$ cat config.mk
export PLATFORM = sky130hd
export DESIGN_NAME = dmem_dump_ctrl
export DESIGN_NICKNAME = d
export VERILOG_FILES = /design/src/rtl/dump_pkg.sv /design/src/rtl/sat_counter.sv /design/src/rtl/dmem_dump_ctrl.sv
export SDC_FILE = /design/constraint.sdc
export NUM_CORES = 1
export LEC_CHECK = 0
export CAP_MARGIN = 40
export CORE_MARGIN = 4
export CORE_UTILIZATION = 45
export CTS_BUF_LIST = sky130_fd_sc_hd__clkbuf_4 sky130_fd_sc_hd__clkbuf_8
export DETAILED_ROUTE_END_ITERATION = 7
export PLACE_DENSITY = 0.77
export SLEW_MARGIN = 20
export SYNTH_ARGS = -nofsm -noshare
export SYNTH_HDL_FRONTEND = slang
export SYNTH_HIERARCHICAL = 1
export SYNTH_SLANG_ARGS = --single-unit
$ cat constraint.sdc
create_clock -name clk -period 3.18 [get_ports clk]
set_input_delay 0.636 -clock clk [delete_from_list [all_inputs] [get_ports clk]]
set_output_delay 0.636 -clock clk [all_outputs]
set_load 0.03 [all_outputs]
$ cat src/rtl/dump_pkg.sv
// Shared types and defaults for the post-run data-memory dump controller.
// Included by the controller top and its testbench.
package dump_pkg;

    typedef enum logic [2:0] {
        ST_RUN,
        ST_READ,
        ST_LATCH,
        ST_SEND,
        ST_FINISH,
        ST_GIVEUP
    } dump_state_t;

    localparam int CNT_W       = 16;
    localparam int DEF_BASE    = 0;
    localparam int DEF_LEN     = 256;
    localparam int DEF_TIMEOUT = 500;

endpackage

$ cat src/rtl/sat_counter.sv
// Up-counter with enable and synchronous clear that sticks at all-ones
// instead of wrapping back to zero.
module sat_counter #(
    parameter int W = 16
) (
    input  logic         clk,
    input  logic         reset,
    input  logic         clr,
    input  logic         en,
    output logic [W-1:0] count
);

    always_ff @(posedge clk) begin
        if (reset || clr) begin
            count <= '0;
        end else if (en && (count != {W{1'b1}})) begin
            count <= count + 1'b1;
        end
    end

endmodule

$ cat src/rtl/dmem_dump_ctrl.sv
// Waits for the core to finish (or the watchdog to expire), then streams a
// window of data memory out one word at a time over a valid/ready port.
module dmem_dump_ctrl
    import dump_pkg::*;
#(
    parameter int ADDR_W  = 8,
    parameter int DATA_W  = 8,
    parameter int BASE    = DEF_BASE,
    parameter int LEN     = DEF_LEN,
    parameter int TIMEOUT = DEF_TIMEOUT
) (
    input  logic              clk,
    input  logic              reset,
    input  logic              core_done,
    output logic              mem_rd_en,
    output logic [ADDR_W-1:0] mem_addr,
    input  logic [DATA_W-1:0] mem_rdata,
    output logic              out_valid,
    input  logic              out_ready,
    output logic [ADDR_W-1:0] out_addr,
    output logic [DATA_W-1:0] out_data,
    output logic              dump_done,
    output logic              timeout,
    output logic [15:0]       cycle_count
);

    // The index is one bit wider than an address so a full 2^ADDR_W dump can still end.
    localparam logic [ADDR_W:0]   LAST_IDX = (ADDR_W + 1)'(LEN - 1);
    localparam logic [ADDR_W-1:0] BASE_A   = ADDR_W'(BASE);
    localparam logic [CNT_W-1:0]  TO_LAST  = CNT_W'(TIMEOUT - 1);
    localparam bit                TO_EN    = (TIMEOUT != 0);

    dump_state_t       state;
    dump_state_t       next_state;
    logic [ADDR_W:0]   index;
    logic [ADDR_W-1:0] rd_addr;
    logic [ADDR_W-1:0] addr_q;
    logic [DATA_W-1:0] data_q;
    logic [CNT_W-1:0]  count;
    logic              cnt_en;
    logic              handshake;
    logic              last_word;

    assign rd_addr   = BASE_A + index[ADDR_W-1:0];
    assign cnt_en    = (state == ST_RUN) && !core_done;
    assign handshake = (state == ST_SEND) && out_ready;
    assign last_word = (index == LAST_IDX);

    sat_counter #(
        .W(CNT_W)
    ) u_cycle_cnt (
        .clk  (clk),
        .reset(reset),
        .clr  (1'b0),
        .en   (cnt_en),
        .count(count)
    );

    always_ff @(posedge clk) begin
        if (reset) begin
            state <= ST_RUN;
        end else begin
            state <= next_state;
        end
    end

    // core_done takes priority over the watchdog when both land in the same cycle.
    always_comb begin
        next_state = state;
        case (state)
            ST_RUN: begin
                if (core_done) begin
                    next_state = ST_READ;
                end else if (TO_EN && (count == TO_LAST)) begin
                    next_state = ST_GIVEUP;
                end
            end
            ST_READ:   next_state = ST_LATCH;
            ST_LATCH:  next_state = ST_SEND;
            ST_SEND: begin
                if (out_ready) begin
                    next_state = last_word ? ST_FINISH : ST_READ;
                end
            end
            ST_FINISH: next_state = ST_FINISH;
            ST_GIVEUP: next_state = ST_GIVEUP;
            default:   next_state = ST_RUN;
        endcase
    end

    always_ff @(posedge clk) begin
        if (reset) begin
            index  <= '0;
            addr_q <= '0;
            data_q <= '0;
        end else begin
            if (state == ST_LATCH) begin
                data_q <= mem_rdata;
                addr_q <= rd_addr;
            end
            if (handshake && !last_word) begin
                index <= index + 1'b1;
            end
        end
    end

    // Outputs are forced low while reset is held so nothing leaks out mid-reset.
    assign mem_rd_en   = !reset && (state == ST_READ);
    assign mem_addr    = mem_rd_en ? rd_addr : '0;
    assign out_valid   = !reset && (state == ST_SEND);
    assign out_addr    = reset ? '0 : addr_q;
    assign out_data    = reset ? '0 : data_q;
    assign dump_done   = !reset && (state == ST_FINISH);
    assign timeout     = !reset && (state == ST_GIVEUP);
    assign cycle_count = reset ? '0 : count;

endmodule

* Word-level counts from Yosys, hierarchy flattened
Cells that the tools add are included.
Storage, ports and cells: bits in registers 44, input bits 12, output and inout bits 44, word-level logic and storage cells 39
Cells by class: add/subtract/negate cells 2, equal/unequal tests 10, mux-type cells 9, reduce and logical (&&, ||, !) cells 13
Operators with widths (number):
- 2-to-1 mux 8 bit | 3
- one-hot mux 3 bit (6 select lines) | 1
- adder 16 x 1 -> 16 bit, second input constant | 1
- == test 16 x 9 -> 1 bit, second input constant | 1
- 2-to-1 mux 16 bit | 1
- != test 16 bit, second input constant | 1
- 2-to-1 mux 3 bit | 4
- adder 9 x 1 -> 9 bit, second input constant | 1
- == test 9 x 8 -> 1 bit, second input constant | 1
- logical AND 1 bit | 8
- == test 3 x 2 -> 1 bit, second input constant | 2
- == test 3 bit, second input constant | 2
- == test 3 x 1 -> 1 bit, second input constant | 1
- logical NOT 1 bit | 3
- logical NOT 3 bit | 1
- != test 3 x 2 -> 1 bit, second input constant | 1
- != test 2 bit, second input constant | 1
- AND reduction 2 bit | 1

* Longest topological paths before layout
Gate-level depths: netlist (run 1).
depth in word-level cells 4, mapped depth 7, depth with buffers taken out 7

* Hierarchy
Netlist (run 1), hierarchy kept.
By module, submodules not included:
- dmem_dump_ctrl | instances 1, cells each 202, area each 1597.8 um^2, seq. area each 560.5 um^2
- sat_counter | instances 1, cells each 95, area each 847.1 um^2, seq. area each 320.3 um^2

* Least setup slack after synthesis (run 1)
Ideal clock, no wire load.
path kind input-to-reg, start input core_done, end register u_cycle_cnt.count[14], setup time 0.070 ns, arrival 2.384 ns, required time 3.110 ns, setup slack 0.726 ns, cell stages on the path 5, buffers on the path 0, cell sequence nor4_1 -> nand4_1 -> a41o_1 -> or3_1 -> a21oi_1
On the way: cells in the longest elaborated chain, start to end 3
RTL lines:
- start: declaration | line dmem_dump_ctrl.sv:14 | input logic core_done,
- logical NOT 1 bit | line dmem_dump_ctrl.sv:45 | assign cnt_en = (state == ST_RUN) && !core_done;
- logical AND 1 bit | line dmem_dump_ctrl.sv:45
- logical AND 1 bit | line sat_counter.sv:16 | end else if (en && (count != {W{1'b1}})) begin
- end signal: assignment | line sat_counter.sv:17 | count <= count + 1'b1;
- end: declaration | line sat_counter.sv:10 | output logic [W-1:0] count
Every way passes these cells. A chain may end at the register's enable or synchronous reset.

* Worst setup path after layout (run 1)
start register state[0], end output mem_addr[2]
On the way: cells in the longest elaborated chain, start to end 3
RTL lines:
- start: declaration | line dmem_dump_ctrl.sv:33 | dump_state_t state;
- start signal: assignment | line dmem_dump_ctrl.sv:63 | state <= next_state;
- == test 3 x 1 -> 1 bit | line dmem_dump_ctrl.sv:108 | assign mem_rd_en = !reset && (state == ST_READ);
- logical AND 1 bit | line dmem_dump_ctrl.sv:108
- 2-to-1 mux 8 bit | line dmem_dump_ctrl.sv:109 | assign mem_addr = mem_rd_en ? rd_addr : '0;
- end: declaration | line dmem_dump_ctrl.sv:16 | output logic [ADDR_W-1:0] mem_addr,
Every way passes these cells.

==> flow_metrics.env, run 1 <==
export IMPL_wire_per_inst_um=13.8
export IMPL_cp_slowest_stage_delay_ns=0.67
export IMPL_drive_above_1_share_pct=7.74
export IMPL_crit_fanout=9
export IMPL_syn_instance_count=297
export IMPL_vias=2321
export IMPL_dp_slack_ns=0.543
export IMPL_cp_arrival_ns=2.11
export IMPL_portBuffers=55
export IMPL_post_route_period_util_pct=86.5
export IMPL_reg2reg_from="state[2]"
export IMPL_reg2reg_depth=5
export IMPL_cp_cell_sequence="or2b_1 > nor3_2 > and2_1 > clkdlybuf4s50_1"
export IMPL_fp_coreArea_sq_um=5170
export IMPL_synth_seq_cells=44
export IMPL_holdPathEnd="addr_q[0]"
export IMPL_ctsHoldBuffers=0
export IMPL_max_slew_margin_pct=55.9
export IMPL_die_w_um=81.7
export IMPL_post_cts_resized=0
export IMPL_grt_busiest_layer="met2"
export IMPL_slew_violations=0
export IMPL_grtUsageMet1_pct=22.6
export IMPL_ioPinCount=56
export IMPL_hp_start="addr_q[0]"
export IMPL_viasPerCell=5.54
export IMPL_reg2reg_to="u_cycle_cnt/count[6]"
export IMPL_drc=0
export IMPL_leakagePower_nw=1.07
export IMPL_yosysSeqAreaShare_pct=36.0
export IMPL_antenna_found_initial=0
export IMPL_postRouteAntennaNets=0
export IMPL_avgSynthCellArea_sq_um=8.23
export IMPL_nNetsFinal=364
export IMPL_maxCapViolCount=0
export IMPL_num_rows=26
export IMPL_wirelength_mm=5.79
export IMPL_start_util_pct=47.3
export IMPL_gp_congestion=0.817
export IMPL_holdPathStages=2
export IMPL_dpl_hpwl_mm=4.15
export IMPL_critPathRequiredTime_ns=2.54
export IMPL_fmax_ghz=0.364
export IMPL_grtUsageMet2_pct=31.5
export IMPL_crit_type="register to primary output"
export IMPL_gr_total_overflow=0
export IMPL_grt_pass1_wl_mm=9.83
export IMPL_clk_pin_slew_worst_paths_ns=0.08
export IMPL_grt_use_met3_pct=4.06
export IMPL_htree_levels=2
export IMPL_hold_violations=0
export IMPL_fin_ws_ns=0.430
export IMPL_syn_to_final_growth_pct=29.3
export IMPL_dieArea_sq_um=6680
export IMPL_tns_ns=0
export IMPL_cts_tree="built"
export IMPL_fin_cells=419
export IMPL_rsz0062_at_grt="no"
export IMPL_yosys_top_cells_count="44 x dfxtp_1, 42 x nand2_1, 34 x nor2b_1"
export IMPL_setup_viol=0
export IMPL_cts_made_buffers=5
export IMPL_p_per_area_nw_per_um2=458
export IMPL_ys_top_cells_by_area="dfxtp_1 36%, nor2b_1 8.7%, a21oi_1 6.6%"
export IMPL_dr_first_iter_drc_count=111
export IMPL_vdd_ir_drop_max_v=0.000224
export IMPL_synth_edf_count=0
export IMPL_synth_top_area_cell="dfxtp_1"
export IMPL_clk_latency_ns=0.30
export IMPL_placed_cells=412
export IMPL_synth_ff_type="dfxtp_1"
export IMPL_cts_buffer_depth=2
export IMPL_grt_max_degree=51
export IMPL_yosysMostFrequentCell="dfxtp_1"
export IMPL_critical_path_slowest_cell="clkdlybuf4s50_1"
export IMPL_diodes=0
export IMPL_numClockSinks=44
export IMPL_critPathCaptureType="primary output"
export IMPL_post_cts_buffers=0
export IMPL_finalCriticalPeriod_ns=2.75
export IMPL_ys_warnings_count=6
export IMPL_status="complete, no violations"
export IMPL_root_buffer="clkbuf_8"
export IMPL_die_h_um=81.7
export IMPL_skew_ns=0.00806
export IMPL_whs_ns=0.451
export IMPL_synth_top_area_share_pct=36.0
export IMPL_synth_cell_type_count=55
export IMPL_grt_use_total_pct=18.6
export IMPL_finalPower_w=0.00145
export IMPL_synthesis_area_sq_um=2440
export IMPL_grt_pass1_vias=2158
export IMPL_hp_class="register to register"
export IMPL_async_reset_ff_share_pct=0
export IMPL_setup_worst_path_start_class="register"
export IMPL_worst_slew_pin_slew_ns=0.656
export IMPL_drtPass1Iterations=4
export IMPL_r2r_slack_ns=1.05
==> worst max path at each step <==
stage	startpoint	endpoint	slack, ns	cells past startpoint
floorplan	core_done	u_cycle_cnt/count[14]	0.73	5
global placement	reset	mem_addr[1]	0.58	4
detailed placement	reset	mem_addr[2]	0.54	4
CTS	state[0]	mem_addr[2]	0.42	4
global route	state[0]	mem_addr[7]	0.30	4
finish	state[0]	mem_addr[2]	0.43	4
==> metrics by stage <==
stage / utilization (%) / cell area [sq um]
6_report: 61.1 / 3160
3_5_place_dp: 58.6 / 3030
4_1_cts: 61.1 / 3160
2_1_floorplan: - / 2450
3_3_place_gp: 58.6 / 3030
5_1_grt: 61.1 / 3160
==> cell usage in the layout, fill, tap and decap left out, types with 3 or more instances in the layout <==
master and n:
a211oi_1 3, a21oi_1 32, a31oi_1 3, a41o_1 4
and2_1 10, and4_1 4, buf_4 5, clkbuf_8 5
clkdlybuf4s50_1 54, dfxtp_1 44, ha_1 3, inv_1 3
nand2_1 42, nand3_1 10, nand4_1 8, nor2_1 13
nor2b_1 34, nor3_1 3, nor4_1 3, o21ai_0 8
o31ai_1 6, or3_1 8, or4_1 6
==> worst max-delay path: cells and delay by family (launching register included) <==
kind | cells | cell delay, ns
buffers and inverters | 1 | 0.67
DFF | 1 | 0.32
and+or+nand+nor | 3 | 0.83
==> sequential cells by signal, summed over array words and instances (netlist names) <==
signal,flops
data_q,8
u_cycle_cnt/count,16
addr_q,8
index,9
state,3
==> power by group <==
group / internal, W / switching, W
Clock: 0.000309 / 0.000188
Combinational: 0.000129 / 0.000203
Sequential: 0.000583 / 0.0000336
Total: 0.00102 / 0.000425
==> metal layers <==
metal,vias to the layer above,routed length [um]
met3,11,297
li1,1175,-
met1,1070,2570
met2,65,2820
met5,-,0
met4,0,108
==> layout make-up <==
class / count / area, sq um
Multi-Input combinational cell: 235 / 1470
Sequential cell: 44 / 881
Timing Repair Buffer: 60 / 583
Inverter: 3 / 11.3
Clock inverter: 2 / 60.1
Clock buffer: 5 / 68.8
Fill cell: 459 / 2010
Tap cell: 70 / 87.6
==> kinds of logic after synthesis <==
family	count (synthesis)	share of synthesized area, %
fa+ha+maj	3	1.54
other cells	1	0.153
simple gates	162	40.0
flops	44	36.0
compound gates	63	16.3
mux	2	0.921
xor+xnor	3	1.07
buf+inv	19	3.99
No activity file was read; power rests on OpenSTA's default activity.
==> run 2, diff against run 1 <==
--- a/config.mk
+++ b/config.mk
@@ -11,7 +11,6 @@
 export CTS_BUF_LIST = sky130_fd_sc_hd__clkbuf_4 sky130_fd_sc_hd__clkbuf_8
 export DETAILED_ROUTE_END_ITERATION = 7
 export PLACE_DENSITY = 0.77
-export SLEW_MARGIN = 20
 export SYNTH_ARGS = -nofsm -noshare
 export SYNTH_HDL_FRONTEND = slang
 export SYNTH_HIERARCHICAL = 1
==> results of run 2 <==
Same layout as run 1: the final DEF is identical, and so are final timing and power.
